## src/rtl/alu_pkg.sv

```systemverilog
// Shared Level 02 ALU definitions: serial-adder FSM state encoding and
// add/subtract opcode values.
package alu_pkg;

   typedef enum logic {
      ST_IDLE = 1'b0,
      ST_RUN  = 1'b1
   } state_t;

   localparam logic OP_ADD = 1'b0;
   localparam logic OP_SUB = 1'b1;

endpackage

```

## src/rtl/full_adder_1bit.sv

```systemverilog
// One-bit full-adder slice; the only arithmetic in the bit-serial adder.
module full_adder_1bit (
   input  logic in0,
   input  logic in1,
   input  logic cin,
   output logic sum,
   output logic cout
);

   assign sum  = in0 ^ in1 ^ cin;
   assign cout = (in0 & in1) | (in0 & cin) | (in1 & cin);

endmodule

```

## src/rtl/serial_adder.sv

```systemverilog
// Bit-serial WIDTH-bit add/subtract, LSB first, one full-adder slice, start/busy/done handshake.
// Define SERIAL_ADDER_FLAGS_EN to add registered zero and signed-overflow outputs.
module serial_adder
   import alu_pkg::*;
#(
   parameter int WIDTH = 8
) (
   input  logic             clk,
   input  logic             rst,
   input  logic             start,
   input  logic             op_sub,
   input  logic [WIDTH-1:0] a,
   input  logic [WIDTH-1:0] b,
   output logic             busy,
   output logic             done,
   output logic [WIDTH-1:0] result,
   output logic             cout
`ifdef SERIAL_ADDER_FLAGS_EN
   ,
   output logic             zero,
   output logic             ovf
`endif
);

   localparam int CNT_W = $clog2(WIDTH);
   localparam logic [CNT_W-1:0] CNT_LAST = CNT_W'(WIDTH - 1);

   state_t           state;
   logic [WIDTH-1:0] a_sr;
   logic [WIDTH-1:0] b_sr;
   logic [WIDTH-1:0] res_sr;
   logic             carry;
   logic [CNT_W-1:0] cnt;

   logic             fa_sum;
   logic             fa_cout;
   logic [WIDTH-1:0] res_next;

   full_adder_1bit u_fa (
      .in0  (a_sr[0]),
      .in1  (b_sr[0]),
      .cin  (carry),
      .sum  (fa_sum),
      .cout (fa_cout)
   );

   // Result register as it stands once the current slice bit lands in the MSB.
   always_comb begin
      res_next = {fa_sum, res_sr[WIDTH-1:1]};
   end

   always_ff @(posedge clk) begin
      if (rst) begin
         state  <= ST_IDLE;
         a_sr   <= '0;
         b_sr   <= '0;
         res_sr <= '0;
         carry  <= 1'b0;
         cnt    <= '0;
         busy   <= 1'b0;
         done   <= 1'b0;
         result <= '0;
         cout   <= 1'b0;
`ifdef SERIAL_ADDER_FLAGS_EN
         zero   <= 1'b0;
         ovf    <= 1'b0;
`endif
      end else begin
         case (state)
            ST_IDLE: begin
               done <= 1'b0;
               if (start) begin
                  // Subtract is A + ~B + 1: invert B here, seed carry with the +1.
                  a_sr   <= a;
                  b_sr   <= b ^ {WIDTH{op_sub == OP_SUB}};
                  carry  <= (op_sub == OP_SUB);
                  res_sr <= '0;
                  cnt    <= '0;
                  busy   <= 1'b1;
                  state  <= ST_RUN;
               end
            end
            ST_RUN: begin
               a_sr   <= {1'b0, a_sr[WIDTH-1:1]};
               b_sr   <= {1'b0, b_sr[WIDTH-1:1]};
               res_sr <= res_next;
               carry  <= fa_cout;
               cnt    <= cnt + CNT_W'(1);
               if (cnt == CNT_LAST) begin
                  result <= res_next;
                  cout   <= fa_cout;
`ifdef SERIAL_ADDER_FLAGS_EN
                  zero   <= (res_next == '0);
                  // carry still holds the carry into the MSB on the last bit.
                  ovf    <= carry ^ fa_cout;
`endif
                  busy   <= 1'b0;
                  done   <= 1'b1;
                  state  <= ST_IDLE;
               end
            end
            default: begin
               state <= ST_IDLE;
               busy  <= 1'b0;
               done  <= 1'b0;
            end
         endcase
      end
   end

endmodule

```

## config.mk

```make
export PLATFORM = sky130hd
export DESIGN_NAME = serial_adder
export DESIGN_NICKNAME = d
export VERILOG_FILES = /design/src/rtl/alu_pkg.sv /design/src/rtl/full_adder_1bit.sv /design/src/rtl/serial_adder.sv
export SDC_FILE = /design/constraint.sdc
export NUM_CORES = 1
export LEC_CHECK = 0
export ABC_AREA = 0
export CAP_MARGIN = 30
export CORE_ASPECT_RATIO = 0.8
export CORE_MARGIN = 2
export CORE_UTILIZATION = 52
export DETAILED_ROUTE_END_ITERATION = 10
export PLACE_DENSITY_LB_ADDON = 0.12
export SYNTH_ARGS = -nofsm -noshare
export SYNTH_HDL_FRONTEND = slang
export SYNTH_SLANG_ARGS = --single-unit
```

## constraint.sdc

```tcl
create_clock -name clk -period 1.6 [get_ports clk]
set_clock_uncertainty 0.05 [all_clocks]
set_input_delay 0.32 -clock clk [delete_from_list [all_inputs] [get_ports clk]]
set_output_delay 0.32 -clock clk [all_outputs]
set_load 0.005 [all_outputs]
```

==> flow_summary.yaml <==
yosys:
  synthArstFlopShare_pct: 0
  ys_ff_latch: 39
  synthCells: 185
  synth_warnings: 0
  syn_area_um2: 1830
  syn_nets: 209
  yosysUniqueCellTypes: 27
  synth-edff-count: 0
  synth_area_per_cell_um2: 9.90
  ys_seq_area_share_pct: 42.6
  synth-main-ff-cell: "dfxtp_1"
critical_path:
  startpoint_type: "flip-flop"
  cp_slowest_stage_delay_ns: 0.52
  crit_slowest_cell: "clkdlybuf4s50_1"
  cp_cell_sequence: "clkdlybuf4s50_1"
  critPathArrivalTime_ns: 1.16
  path_delay_family: "buffers and inverters"
  worst_setup_path_end_kind: "output port"
  cp.buffers_inverters: 1
  path_class: "reg2out"
  cp_data_required_time_ns: 1.23
  critPathMaxFanout: 3
die:
  num_io_pins: 31
  initial_core_util_pct: 53.9
  die_h_um: 57.1
  fp.coreArea_um2: 3400
  dieArea_um2: 4020
  rows: 19
  die_width_um: 70.4
cells_and_area:
  fin_nets: 240
  seq_area_um2: 782
  fillers: 264
  stdcell_area_um2: 2290
  multi_input_area_um2: 921
  layout.cells.non_filler: 259
  synthToLayoutAreaGrowth_pct: 25.0
  drive_gt1_share_pct: 15.2
  antennaDiodeCount: 0
route:
  wl_um: 3630
  vias: 1437
  wl_per_cell_um: 14.0
  routed_via_density: 5.55
  ant_nets: 0
  route.detailed.drc: 0
  drt-initial-drc-count: 83
  first_pass_iters: 4
global_route:
  grt-ovfl-total: 0
  grt_util_all_layers_pct: 19.0
  grt_max_degree: 26
  grt_pass1_vias: 1345
  grt_pass1_wl_um: 6010
  antenna_found_initial: 0
hold_path:
  hp-class: "reg2reg"
flow_run:
  maxCapViolations: 0
timing:
  finalSetupViolCount: 0
  fin_crit_ns: 1.53
  maxClockFrequency_mhz: 652
  finalSetupTns_ns: 0
  relSlewSlack_pct: 73.6
  final_hold_viol_count: 0
  slew_violations: 0
  post-route-period-util_pct: 95.8
  rsz0062_at_grt: "false"
  worstMarginPinSlew_ns: 0.396
placement:
  portBuffers: 30
  placedInstanceArea_um2: 2160
  hpwl_um: 2420
  dpl.cell_count: 251
  gp_congestion: 0.724
power_and_ir_drop:
  power_mw: 2.26
  powerDensity_nw_per_um2: 989
  leakagePower_nw: 0.834
  ir_worst_vdd_uv: 897
cts:
  cts.sinks: 39
  cts_resized: 0
  cts_made_buffers: 5
  htree_levels: 2
  holdBufCountCts: 0
  cts_max_path_buffers: 2
  cts_tree: "yes"
  insertion_delay_ns: 0.29
  clk_pin_slew_ns: 0.08
  cts_setup_buffers: 0
  cts-root-buf: "clkbuf_8"
outcome:
  status: "complete, no violations"
[sequential cells by signal, indices dropped and copies added, names as in the netlist]
signal	count
a_sr	8
b_sr	8
result	8
res_sr	7
cnt	3
busy	1
carry	1
cout	1
done	1
state	1
[Yosys cell counts, types with 2 or more instances]
cell / count / area share (%)
mux2i_1: 9 / 4.9
nor2b_1: 8 / 2.7
dfxtp_1: 39 / 43
xnor2_1: 8 / 3.8
nor2_1: 3 / 0.61
ha_1: 3 / 2.0
nand2b_1: 2 / 0.68
o221ai_1: 6 / 2.9
or4b_1: 7 / 3.8
or3b_1: 11 / 5.3
nand2_1: 16 / 3.3
a21bo_2: 9 / 4.9
buf_4: 4 / 1.6
nand3_1: 9 / 2.5
nor3_1: 2 / 0.55
buf_6: 2 / 1.2
a21oi_1: 20 / 5.5
a211oi_1: 9 / 3.7
buf_2: 10 / 2.7
[through the flow]
stage	setup WS (ns)	utilization, %	hold slack [ns]
2_1_floorplan	0.279	-	0.398
3_3_place_gp	-0.0634	63.5	0.411
3_5_place_dp	-0.131	63.5	0.423
4_1_cts	0.0538	67.4	0.427
5_1_grt	0.0241	67.4	0.447
6_report	0.0669	67.4	0.425
[path summary, 6_finish.rpt]
kind,startpoint,endpoint,slack (ns),depth (start not counted)
hold reg to reg,res_sr[5],res_sr[4],0.42,2
setup reg to reg,cnt[0],result[0],0.16,5
setup / recovery,busy,busy,0.07,1
hold / removal,res_sr[5],res_sr[4],0.42,2
[kinds of logic after synthesis]
family / Yosys count / share of synthesized area, %
compound gates: 47 / 19.0
xor+xnor: 8 / 3.83
fa+ha+maj: 4 / 3.14
buf+inv: 20 / 7.10
flops: 39 / 42.6
mux: 9 / 4.92
simple gates: 58 / 19.4
[tightest hold or removal path: stages (launching register included)]
cell and delay, ns:
dfxtp_1 0.33, nand2_1 0.06, a21oi_1 0.05
[metal layers]
metal | GRT usage (%) | vias to the layer above | part of all wire [%]
met1 | 25.0 | 671 | 49
met2 | 29.9 | 33 | 45
met4 | 8.24 | 0 | 2.3
met3 | 4.59 | 9 | 4.4
met5 | 0 | - | 0
li1 | - | 724 | -
[final cells by class]
cell class / count / share of cell area [%]
Inverter: 1 / 0.164
Clock inverter: 2 / 2.62
Tap cell: 42 / 2.30
Sequential cell: 39 / 34.2
Multi-Input combinational cell: 126 / 40.2
Clock buffer: 6 / 3.17
Timing Repair Buffer: 43 / 17.4
[cells in the final DEF, fill, tap and decap left out, types with 8 or more instances in the layout]
cell type	n
dfxtp_1	38
clkdlybuf4s50_1	30
a21oi_1	20
nand2_1	16
buf_4	13
or3b_1	11
nand3_1	9
a21bo_2	9
mux2i_1	9
a211oi_1	9
nor2b_1	8
xnor2_1	8
[where the power goes]
part           switching, mW  internal [mW]
registers             0.0344           1.01
clock network          0.343          0.623
logic                  0.114          0.134
total                  0.492           1.77
No activity file was read; power rests on OpenSTA's default activity.
